**src/rtl/sram_bus_arbiter.sv**
```systemverilog
// sram_bus_arbiter
//   Shares one sram-like memory port between the instruction-fetch requester (I)
//   and the EXE-stage data requester (D). It picks a winner each cycle and holds
//   the grant until the address handshake completes. The owner of every accepted
//   request is recorded in an in-order tag FIFO. Each returned data_ok/rdata is
//   routed back to the requester that issued it.
//
// Handshake semantics (both sides):
//   A requester raises *_req and holds it, with all of its fields stable, until
//   the cycle in which *_addr_ok is 1. That cycle is the address handshake.
//   Responses (*_data_ok) carry no ready and come back strictly in acceptance
//   order.
//
// Ports
//   clk, resetn                    clock, synchronous active-low reset
//   i_* / d_* (req,wr,size,wstrb,addr,wdata)   requester side, inputs
//   i_/d_addr_ok, i_/d_data_ok, i_/d_rdata     requester side, outputs
//   m_req,m_wr,m_size,m_wstrb,m_addr,m_wdata   muxed request to memory
//   m_addr_ok, m_data_ok, m_rdata              memory side, inputs
//   outstanding                    current tag FIFO occupancy
//   arb_err                        sticky: m_data_ok seen with an empty tag FIFO
module sram_bus_arbiter #(
  parameter int MAX_OUT    = 4,
  parameter int STARVE_LIM = 8
) (
  input  logic        clk,
  input  logic        resetn,
  input  logic        i_req,
  input  logic        i_wr,
  input  logic [1:0]  i_size,
  input  logic [3:0]  i_wstrb,
  input  logic [31:0] i_addr,
  input  logic [31:0] i_wdata,
  output logic        i_addr_ok,
  output logic        i_data_ok,
  output logic [31:0] i_rdata,
  input  logic        d_req,
  input  logic        d_wr,
  input  logic [1:0]  d_size,
  input  logic [3:0]  d_wstrb,
  input  logic [31:0] d_addr,
  input  logic [31:0] d_wdata,
  output logic        d_addr_ok,
  output logic        d_data_ok,
  output logic [31:0] d_rdata,
  output logic        m_req,
  output logic        m_wr,
  output logic [1:0]  m_size,
  output logic [3:0]  m_wstrb,
  output logic [31:0] m_addr,
  output logic [31:0] m_wdata,
  input  logic        m_addr_ok,
  input  logic        m_data_ok,
  input  logic [31:0] m_rdata,
  output logic [3:0]  outstanding,
  output logic        arb_err
);

  // Owner tags: 0 = I, 1 = D. The storage is sized for the largest legal depth,
  // so the 3-bit pointers index it exactly.
  logic [7:0] r_tag;
  logic [2:0] r_wptr;
  logic [2:0] r_rptr;
  logic [3:0] r_count;
  logic       r_lock;
  logic       r_lock_d;
  logic [3:0] r_starve;
  logic       r_arb_err;

  logic w_forced;
  logic w_grant_d;
  logic w_win_valid;
  logic w_hs;
  logic w_pop;
  logic w_head;

  always_comb begin
    w_forced    = (r_starve == 4'(STARVE_LIM)) & i_req;
    w_grant_d   = 1'b0;
    w_win_valid = 1'b0;
    if (r_lock) begin
      // A pending request must not change owner until it is accepted.
      w_grant_d   = r_lock_d;
      w_win_valid = r_lock_d ? d_req : i_req;
    end else begin
      w_grant_d   = d_req & ~w_forced;
      w_win_valid = d_req | i_req;
    end
  end

  // A full FIFO blocks new requests even when a pop happens in the same cycle.
  // This keeps m_data_ok out of the m_req path.
  assign m_req   = resetn & w_win_valid & (r_count < 4'(MAX_OUT));
  assign m_wr    = w_grant_d ? d_wr    : i_wr;
  assign m_size  = w_grant_d ? d_size  : i_size;
  assign m_wstrb = w_grant_d ? d_wstrb : i_wstrb;
  assign m_addr  = w_grant_d ? d_addr  : i_addr;
  assign m_wdata = w_grant_d ? d_wdata : i_wdata;

  assign w_hs      = m_req & m_addr_ok;
  assign i_addr_ok = w_hs & ~w_grant_d;
  assign d_addr_ok = w_hs & w_grant_d;

  assign w_pop     = resetn & m_data_ok & (r_count != 4'd0);
  assign w_head    = r_tag[r_rptr];
  assign i_data_ok = w_pop & ~w_head;
  assign d_data_ok = w_pop & w_head;
  assign i_rdata   = i_data_ok ? m_rdata : 32'd0;
  assign d_rdata   = d_data_ok ? m_rdata : 32'd0;

  assign outstanding = r_count;
  assign arb_err     = r_arb_err;

  always_ff @(posedge clk) begin
    if (!resetn) begin
      r_tag     <= 8'd0;
      r_wptr    <= 3'd0;
      r_rptr    <= 3'd0;
      r_count   <= 4'd0;
      r_lock    <= 1'b0;
      r_lock_d  <= 1'b0;
      r_starve  <= 4'd0;
      r_arb_err <= 1'b0;
    end else begin
      if (m_req && !m_addr_ok) begin
        r_lock   <= 1'b1;
        r_lock_d <= w_grant_d;
      end else if (w_hs) begin
        r_lock <= 1'b0;
      end

      if (w_hs) begin
        r_tag[r_wptr] <= w_grant_d;
        r_wptr <= (r_wptr == 3'(MAX_OUT - 1)) ? 3'd0 : r_wptr + 3'd1;
      end
      if (w_pop) begin
        r_rptr <= (r_rptr == 3'(MAX_OUT - 1)) ? 3'd0 : r_rptr + 3'd1;
      end
      case ({w_hs, w_pop})
        2'b10:   r_count <= r_count + 4'd1;
        2'b01:   r_count <= r_count - 4'd1;
        default: r_count <= r_count;
      endcase

      if (m_data_ok && (r_count == 4'd0)) begin
        r_arb_err <= 1'b1;
      end

      // The counter counts D wins that happen while I is waiting.
      if (!i_req || i_addr_ok) begin
        r_starve <= 4'd0;
      end else if (d_addr_ok && (r_starve < 4'(STARVE_LIM))) begin
        r_starve <= r_starve + 4'd1;
      end
    end
  end

endmodule

```
**config.mk**
```make
export PLATFORM = sky130hd
export DESIGN_NAME = sram_bus_arbiter
export DESIGN_NICKNAME = d
export VERILOG_FILES = /design/src/rtl/sram_bus_arbiter.sv
export SDC_FILE = /design/constraint.sdc
export NUM_CORES = 1
export LEC_CHECK = 0
export BUFFER_PORTS_ARGS = -buffer_cell sky130_fd_sc_hd__buf_4
export CELL_PAD_IN_SITES_DETAIL_PLACEMENT = 1
export CELL_PAD_IN_SITES_GLOBAL_PLACEMENT = 2
export CORE_MARGIN = 2
export CORE_UTILIZATION = 13
export DETAILED_ROUTE_END_ITERATION = 7
export PLACE_DENSITY_LB_ADDON = 0.12
export SETUP_SLACK_MARGIN = 0.4
export SLEW_MARGIN = 0
export SYNTH_ARGS = -nofsm -noshare
export SYNTH_HDL_FRONTEND = slang
export SYNTH_SLANG_ARGS = --single-unit
```
**constraint.sdc**
```tcl
create_clock -name clk -period 2.5 [get_ports clk]
set_clock_uncertainty 0.2 [all_clocks]
set_input_delay 0.25 -clock clk [delete_from_list [all_inputs] [get_ports clk]]
set_output_delay 0.25 -clock clk [all_outputs]
set_load 0.05 [all_outputs]
```
==> run_results.csv, run 1 <==
group,metric,value,unit
die,core,0.02010,mm^2
timing,rsz0062_at_grt,"true",
cells_and_area,final_cells,920,
power,power,2.593,mW
global_route,grt_max_degree,66,
timing,setup_viol,0,
cells_and_area,area_delta_synth_final,170.0,%
drt,drt_iter0_drc,83,
place,routabilityCongestion,0.8577,
yosys,yosysSeqAreaShare,18.88,%
power,seqPwrFrac,16.6,%
power,switching_share,43.10,%
drt,routedWlPerCell,21.65,um
power,power.static_leakage,3.467,nW
yosys,syn_inst,313,
timing,finalHoldViolations,0,
job,maxCapViolCount,0,
drt,vias,3762,
cells_and_area,drive_gt1_share,80.31,%
yosys,synth_nets,500,
critical_path,end_kind,"output pin",
timing,max_slew.worst_pin.slew,454.5,ps
critical_path,cp.required,2050,ps
cells_and_area,register_area,525.5,um^2
timing,drv_slew,0,
drt,drt-met1-wl,7511,um
yosys,ys_warn_count,0,
die,initial_core_util,13.19,%
yosys,synthFlopType,"dfxtp_1",
place,dp_hpwl,16050,um
power,power_density,362.3,mW/mm^2
clock_tree,cts_inserted_buffers,3,
yosys,ys_seq_elements,25,
power,power.switching,1.118,mW
power,combinationalPowerShare,69.0,%
timing,min_period_over_period,98.61,%
clock_tree,clk_pin_slew,70,ps
global_route,antenna_found_initial,1,
power,p_int,1.476,mW
die,die-area,0.02155,mm^2
timing,finalSetupTns,0,ps
drt,routed_wl,19920,um
clock_tree,cts_sinks,25,
run_status,status,"complete, no violations",
place,post-place-cells,900,
critical_path,path_class,"register to output pin",
place,port_buffers,324,
cells_and_area,fillers,2268,
timing,fmax,0.4056,GHz
clock_tree,clkLatencyLatePin,260,ps
drt,antenna_left,0,
drt,drc_errors,0,
die,pin_count,325,
die,rows,52,
power,ir_worst_vdd,0.2437,mV
drt,drt-vias-per-instance,4.089,
cells_and_area,finish.utilization,35.60,%
drt,top_layer,"met5",
critical_path,cp-start-kind,"register",
cells_and_area,nets,838,
cells_and_area,final_common_cell,"buf_4",
yosys,ys_types,36,
die,die_w,146.8,um
clock_tree,cts-root-buf,"clkbuf_16",
timing,slew_headroom,69.66,%
hold_path,holdCritPathClass,"primary input to register",
global_route,grt_pass1_vias,3890,
global_route,grt_overflow_total,0,
cells_and_area,diodes,0,
yosys,avgSynthCellArea,8.471,um^2
critical_path,r2r_setup_slack,150,ps
clock_tree,clock_path_buffers,2,
cells_and_area,multi_input_comb_area,0.002635,mm^2
power,clockPowerShare,14.4,%
drt,routed-wl-met3,1480,um
yosys,netlist_area,0.002651,mm^2
critical_path,critPathMaxFanout,8,
cells_and_area,final_cell_mix,"245 x buf_4, 66 x mux2_4, 62 x buf_8",
critical_path,critical_path_arrival,2020,ps
yosys,synth_edf_count,0,
clock_tree,h-tree-depth,1,
drt,wl_met2,10590,um
drt,dr.pass1.iters,4,
global_route,grt_pass1_wl,27430,um
global_route,grt_usage,16.87,%
timing,fin_crit,2465,ps
die,die_h,146.8,um
clock_tree,hold_buffers,0,
clock_tree,cts_tree,"built",
yosys,async_flop_share,0,%
per-layer routing:
layer	vias up	GRT usage [%]
met5	-	0
met4	2	3.544
met3	17	5.062
met2	132	31.85
met1	1798	18.58
li1	1813	-
synth_stat cells (all sizes together) (3+ instances only):
cell | instances | share of area [%]
a21boi | 5 | 1.4
a21oi | 6 | 1.1
a31oi | 3 | 0.71
and2 | 5 | 1.2
and3 | 66 | 16
clkbuf | 25 | 3.5
dfxtp | 25 | 19
ha | 7 | 3.3
inv | 5 | 0.71
mux2 | 71 | 30
mux2i | 12 | 4.5
nand2 | 31 | 4.4
nand2b | 4 | 0.94
nand3 | 6 | 1.1
nand4b | 5 | 1.7
nor2 | 8 | 1.1
nor2b | 4 | 0.94
o21ai | 3 | 0.57
cells by family (layout without fill, tap and decap cells):
| logic type | count (synthesis) | after routing | share of synthesized area [%] |
|---|---|---|---|
| DFF | 25 | 25 | 18.88 |
| AOI/OAI and AO/OA | 22 | 22 | 6.135 |
| and+or+nand+nor | 139 | 139 | 29.68 |
| muxes | 85 | 85 | 36.39 |
| xor gates and xnor gates | 3 | 3 | 0.9912 |
| adders and majority gates | 7 | 7 | 3.303 |
| buffers and inverters | 32 | 369 | 4.625 |
final cells by class:
class                   instances  area share [%]
flip-flops and latches         25           7.341
well taps                     270           4.719
repair buffers                360           49.76
multi-input cells             256           36.81
inverters                       5          0.2622
clock buffers                   4           1.101
sequential cells by signal, indices dropped and copies added (netlist names):
| register | flops |
|---|---|
| arb_err | 1 |
| outstanding | 4 |
| r_lock | 1 |
| r_lock_d | 1 |
| r_rptr | 3 |
| r_starve | 4 |
| r_tag | 8 |
| r_wptr | 3 |
power by group through the flow:
stage,Combinational (mW),Clock [mW],Sequential (mW)
6_report,1.79,0.373,0.430
5_1_grt,1.86,0.400,0.433
4_1_cts,1.66,0.388,0.428
3_5_place_dp,1.53,0,0.438
3_3_place_gp,1.52,0,0.437
2_1_floorplan,0.923,0,0.459
final timing paths:
kind | from | end | depth (start not counted)
max | r_rptr[0] | i_rdata[17] | 6
min | m_data_ok | arb_err | 3
max reg2reg | r_lock_d | outstanding[2] | 10
min reg2reg | r_rptr[2] | r_rptr[2] | 2
critical path: stages (launching register included):
cell,delay [ps]
dfxtp_4,390
mux4_2,510
nand2_2,90
and2_4,240
clkbuf_16,190
and3_4,190
buf_8,140
repair_timing:
item	CTS	global route
pin swaps	10	14
endpoints found under the setup margin	144	152
gates resized for setup	104	107
cloned	3	3
setup buffers	7	3
metrics by stage:
stage	worst slack [ps]	hold WS (ps)	cell area, um^2
5_1_grt	-29.10	89.24	7158
3_5_place_dp	68.91	247.0	6006
6_report	34.75	65.99	7158
2_1_floorplan	-108.8	212.8	3202
4_1_cts	13.99	62.64	6620
3_3_place_gp	85.13	242.7	6006
Note: power is estimated with default switching activity, not from simulation.
==> run 2, diff against run 1 <==
--- a/config.mk
+++ b/config.mk
@@ -5,11 +5,12 @@
 export SDC_FILE = /design/constraint.sdc
 export NUM_CORES = 1
 export LEC_CHECK = 0
+export ABC_AREA = 1
 export BUFFER_PORTS_ARGS = -buffer_cell sky130_fd_sc_hd__buf_4
 export CELL_PAD_IN_SITES_DETAIL_PLACEMENT = 1
 export CELL_PAD_IN_SITES_GLOBAL_PLACEMENT = 2
 export CORE_MARGIN = 2
-export CORE_UTILIZATION = 13
+export CORE_UTILIZATION = 11
 export DETAILED_ROUTE_END_ITERATION = 7
 export PLACE_DENSITY_LB_ADDON = 0.12
 export SETUP_SLACK_MARGIN = 0.4
==> run_results.csv, run 2 <==
group,metric,value,unit
critical_path,path_class,"register to output pin",
cells_and_area,area_delta_synth_final,232.8,%
place,post_dp_cell_area,0.005856,mm^2
hold_path,holdCritPathClass,"primary input to register",
critical_path,cp-start-kind,"register",
clock_tree,hold_buffers,0,
yosys,netlist.top_cell.by_area,"nand2_1",
drt,routedWlPerCell,16.09,um
cells_and_area,top_register,"r_tag",
die,pin_count,325,
yosys,synthFlopType,"dfxtp_1",
drt,drt-vias-per-instance,3.949,
drt,vias,4837,
cells_and_area,nets,1089,
yosys,syn_inst,534,
critical_path,end_kind,"output pin",
yosys,ys_seq_elements,25,
timing,min_period_over_period,91.49,%
clock_tree,cts_tree,"built",
power,ir_worst_vdd,0.2432,mV
global_route,grt_overflow_total,0,
place,port_buffers,324,
die,die-area,0.02556,mm^2
die,die_w,159.9,um
cells_and_area,drive_gt1_share,72.03,%
power,power,4.144,mW
cells_and_area,largest_reg_flops,8,
global_route,grt_pass1_wl,27980,um
drt,drt_iter0_drc,84,
power,combinationalPowerShare,79.2,%
place,routabilityCongestion,0.7896,
clock_tree,cts-root-buf,"clkbuf_16",
global_route,grt_max_degree,23,
global_route,grt_usage,13.67,%
drt,routed_wl,19710,um
cells_and_area,final_common_cell,"buf_4",
critical_path,cp.required,2050,ps
clock_tree,clk_pin_slew,70,ps
timing,setup_viol,0,
power,p_int,2.054,mW
power,power.switching,2.090,mW
yosys,synth_nets,721,
timing,fin_crit,2287,ps
yosys,synth_area_leaders,"nand2_1 36%, dfxtp_1 19%, nor2_1 12%, inv_1 9.1%, a21oi_1 3.9%",
timing,finalHoldViolations,0,
power,switching_share,50.43,%
cells_and_area,finish.utilization,36.90,%
place,dp_hpwl,12650,um
timing,max_slew.worst_pin.slew,326.4,ps
run_status,status,"complete, no violations",
drt,drc_errors,0,
global_route,antenna_found_initial,0,
die,die_h,159.9,um
timing,slew_headroom,78.16,%
cells_and_area,stdcell_area,0.008895,mm^2
yosys,yosysSeqAreaShare,18.73,%
timing,finalSetupTns,0,ps
yosys,avgSynthCellArea,5.005,um^2
yosys,synth_common_cells,"254 x nand2_1, 83 x nor2_1, 65 x inv_1, 25 x dfxtp_1, 21 x a21oi_1",
clock_tree,cts_inserted_buffers,3,
yosys,yosys.area.top_type_share,35.67,%
global_route,grt_pass1_vias,5253,
power,seqPwrFrac,11.7,%
cells_and_area,diodes,0,
yosys,synth_most_common_cell,"nand2_1",
cells_and_area,final_cell_mix,"203 x buf_4, 102 x nand2_4, 98 x nand2_1",
critical_path,critical_path_arrival,1840,ps
yosys,synth_edf_count,0,
drt,dr.pass1.iters,4,
timing,rsz0062_at_grt,"true",
clock_tree,cts_sinks,25,
power,power.static_leakage,4.372,nW
yosys,ys_warn_count,0,
die,rows,57,
drt,antenna_left,0,
yosys,ys_types,25,
timing,fmax,0.4372,GHz
power,power_density,465.9,mW/mm^2
clock_tree,h-tree-depth,1,
power,clockPowerShare,9.1,%
die,core,0.02411,mm^2
job,maxCapViolCount,0,
clock_tree,clkLatencyLatePin,270,ps
clock_tree,clock_path_buffers,2,
timing,drv_slew,0,
yosys,async_flop_share,0,%
yosys,netlist_area,0.002673,mm^2
die,initial_core_util,11.09,%
critical_path,critPathMaxFanout,6,
==> run 2: cell count changes after synthesis, sizes merged, moves of 14 or more <==
cell	change
o21ai	+14
nand2	+225
mux2	-71
nor2	+81
and3	-66
inv	+64
buf	+17
a21oi	+15
clkbuf	-21
==> run 2: final timing paths <==
path,startpoint,to,slack (ps),cells after the start
max,r_starve[0],m_addr[14],210,11
min,m_data_ok,arb_err,50,3
max reg2reg,outstanding[2],outstanding[2],360,14
min reg2reg,arb_err,arb_err,260,2
==> run 2: routing by layer <==
layer / GRT usage (%) / wire length, um / vias to the layer above
li1: - / - / 2344
met1: 13.73 / 6804 / 2311
met2: 28.75 / 11580 / 174
met3: 3.506 / 1204 / 8
met4: 1.147 / 119 / 0
met5: 0 / 0 / -
==> run 2: critical path, cell delays in order (launching register included) <==
cell and delay, ps:
dfxtp_2 350, inv_2 50, ha_4 140, nand4_1 100, nand2_2 110, nand2_8 150
clkinv_8 90, buf_12 140, clkbuf_16 170, nand2_4 60, nand2_2 50, buf_8 140
==> run 2: logic make-up (layout without fill, tap and decap cells) <==
group / after synthesis / in the layout / synth area share, %
compound gates: 41 / 41 / 7.959
xor+xnor: 3 / 3 / 0.9833
fa+ha+maj: 7 / 7 / 3.277
buf+inv: 92 / 459 / 13.90
flops: 25 / 25 / 18.73
simple gates: 366 / 366 / 55.15
==> run 2: layout make-up <==
| type | count | area [um^2] |
|---|---|---|
| fillers | 2842 | 15210 |
| repair buffers | 385 | 4328 |
| multi-input cells | 417 | 3252 |
| flip-flops and latches | 25 | 523.0 |
| well taps | 324 | 405.4 |
| inverters | 69 | 289.0 |
| clock buffers | 3 | 75.07 |
| repair inverters | 1 | 16.27 |
| clock inverters | 1 | 6.256 |
==> run 2: through the flow <==
step | hold slack, ps | worst slack [ps] | cells
global placement | 248.5 | 229.4 | 1168
detailed placement | 261.3 | 194.5 | 1168
finish | 53.78 | 212.7 | 1225
global route | 57.21 | 122.0 | 1225
floorplan | 180.9 | 293.1 | 534
CTS | 45.64 | 197.6 | 1211
==> run 2: repair_timing <==
action                                  CTS  global route
endpoints found under the setup margin  142           143
setup buffers                            24             4
gates resized for setup                 223           365
cloned                                   15            10
pin swaps                                20            55
==> run 2: power groups by stage <==
stage               Combinational [mW]  Clock (mW)  Sequential, mW
global placement                  2.10           0           0.479
CTS                               2.71       0.394           0.477
finish                            3.28       0.379           0.485
detailed placement                2.12           0           0.480
floorplan                         1.31           0           0.521
global route                      3.45       0.408           0.493
==> run 3, diff against run 2 <==
--- a/config.mk
+++ b/config.mk
@@ -13,7 +13,6 @@
 export CORE_UTILIZATION = 11
 export DETAILED_ROUTE_END_ITERATION = 7
 export PLACE_DENSITY_LB_ADDON = 0.12
-export SETUP_SLACK_MARGIN = 0.4
 export SLEW_MARGIN = 0
 export SYNTH_ARGS = -nofsm -noshare
 export SYNTH_HDL_FRONTEND = slang
==> run_results.csv, run 3 (same netlist as run 2, synthesis figures left out) <==
group,metric,value,unit
cells_and_area,nets,1044,
critical_path,cp_cell_sequence,"inv_2 -> nand2_2 -> nor3_4 -> nor2_4 -> inv_2 -> nor2_4 -> nand2_1 -> buf_4 -> nor2_1 -> buf_6",
critical_path,cp.required,2050,ps
die,initial_core_util,11.09,%
place,port_buffers,324,
global_route,grt_overflow_total,0,
clock_tree,cts_sinks,25,
critical_path,r2r_cells,13,
cells_and_area,top_register,"r_tag",
drt,antenna_left,0,
critical_path,cp_slowest_stage_delay,370,ps
critical_path,endpoint,"d_rdata[1]",
hold_path,holdCritPathClass,"primary input to register",
critical_path,critPathMaxFanout,11,
cells_and_area,area_delta_synth_final,118.2,%
power,ir_worst_vdd,0.2597,mV
cells_and_area,final_common_cell,"buf_4",
power,power_density,509.4,mW/mm^2
critical_path,reg2reg_from,"outstanding[2]",
critical_path,end_kind,"output pin",
timing,fmax,0.4269,GHz
critical_path,path_class,"register to output pin",
critical_path,cp-start-kind,"register",
place,post_dp_cell_area,0.005537,mm^2
power,power.static_leakage,3.338,nW
drt,vias,4426,
clock_tree,clk_pin_slew,70,ps
global_route,grt_pass1_wl,23110,um
global_route,grt_max_degree,48,
drt,routedWlPerCell,12.57,um
drt,routed_wl,14830,um
timing,fin_crit,2343,ps
die,rows,57,
critical_path,crit_path_start,"outstanding[3]",
cells_and_area,fillers,3122,
global_route,grt_pass1_vias,4563,
global_route,antenna_found_initial,0,
die,die_w,159.9,um
global_route,grt_usage,10.82,%
timing,finalSetupTns,0,ps
die,die-area,0.02556,mm^2
die,die_h,159.9,um
place,dp_hpwl,12350,um
drt,drt_iter0_drc,118,
drt,dr.pass1.iters,4,
timing,slew_headroom,79.40,%
power,power,2.970,mW
critical_path,r2r-end,"outstanding[2]",
timing,max_slew.worst_pin.slew,307.9,ps
cells_and_area,final_cell_mix,"320 x buf_4, 254 x nand2_1, 71 x nor2_1",
die,pin_count,325,
clock_tree,cts_tree,"built",
cells_and_area,drive_gt1_share,44.04,%
die,core,0.02411,mm^2
critical_path,critical_path_arrival,1890,ps
job,maxCapViolCount,0,
timing,finalHoldViolations,0,
timing,min_period_over_period,93.71,%
drt,drt-vias-per-instance,3.751,
drt,drc_errors,0,
cells_and_area,largest_reg_flops,8,
cells_and_area,diodes,0,
clock_tree,h-tree-depth,1,
clock_tree,cts-root-buf,"clkbuf_16",
clock_tree,clkLatencyLatePin,260,ps
clock_tree,cts_inserted_buffers,3,
clock_tree,hold_buffers,0,
critical_path,r2r_setup_slack,300,ps
place,routabilityCongestion,0.8505,
critical_path,crit_family,"simple AND/OR/NAND/NOR gates",
run_status,status,"complete, no violations",
critical_path,critPathBufInv,4,
timing,setup_viol,0,
critical_path,cp.depth,10,
cells_and_area,stdcell_area,0.005831,mm^2
timing,drv_slew,0,
clock_tree,clock_path_buffers,2,
critical_path,slowest_stage,"dfxtp_1",
-- run 3: cell types whose count changed in the layout (fill, tap and decap cells not counted), moves of 51 or more --
cell	delta
nand2_1	+156
buf_4	+117
nand2_4	-101
buf_8	-81
nor2_4	-55
buf_6	-53
nand2_2	-53
nor2_1	+51
-- run 3: power by group --
group          internal, mW  total (mW)  switching [mW]
sequential            0.430       0.463          0.0324
clock                 0.216       0.376           0.159
combinational         0.717        2.13            1.41
total                  1.36        2.97            1.61
-- run 3: area by class of cell --
cell class,count,area (um^2),area share [%]
clock buffers,3,75.07,1.288
clock inverters,1,5.005,0.08584
inverters,69,261.5,4.485
multi-input cells,417,1874,32.15
flip-flops and latches,25,501.7,8.605
well taps,324,405.4,6.953
repair buffers,341,2708,46.44
-- run 3: worst min-delay path by stage --
| stage | start | endpoint | slack (ps) | cells past startpoint |
|---|---|---|---|---|
| floorplan | resetn | outstanding[0] | 190 | 2 |
| global placement | arb_err | arb_err | 250 | 2 |
| detailed placement | arb_err | arb_err | 250 | 2 |
| CTS | m_data_ok | arb_err | 60 | 3 |
| global route | m_data_ok | arb_err | 80 | 3 |
| finish | m_data_ok | arb_err | 60 | 3 |
-- run 3: metrics by stage --
| stage | instances | hold slack [ps] | util (%) | setup WS (ps) |
|---|---|---|---|---|
| global route | 1180 | 76.46 | 24.19 | -14.90 |
| finish | 1180 | 61.12 | 24.19 | 157.3 |
| floorplan | 534 | 188.4 | - | -119.9 |
| CTS | 1175 | 64.71 | 23.37 | 30.01 |
| detailed placement | 1171 | 247.1 | 22.97 | 154.1 |
| global placement | 1171 | 250.0 | 22.97 | 185.6 |
-- run 3: worst reg2reg max path, stage by stage (launching register included) --
cell and delay [ps]:
dfxtp_2 330, inv_2 80, nand2_2 100, nor3_4 200
nor2_4 60, inv_2 90, nor2_4 70, ha_4 180
xor2_2 160, ha_1 180, a21oi_1 160, xnor2_1 90
o21ai_0 140, inv_1 50
-- run 3: routing by layer --
layer | vias up | GRT usage (%) | routed length [um]
met2 | 172 | 21.59 | 8091
met1 | 2015 | 11.81 | 5564
met5 | - | 0 | 0
met4 | 0 | 0.6143 | 32
li1 | 2235 | - | -
met3 | 4 | 2.909 | 1144
-- run 3: what timing repair did --
| action | 4_1_cts | 5_1_grt |
|---|---|---|
| gates resized for setup | 3 | 34 |
| gates cloned | 0 | 1 |
| pin swaps | 0 | 3 |
| buffers inserted | 0 | 4 |
| setup endpoints to repair | 78 | 121 |
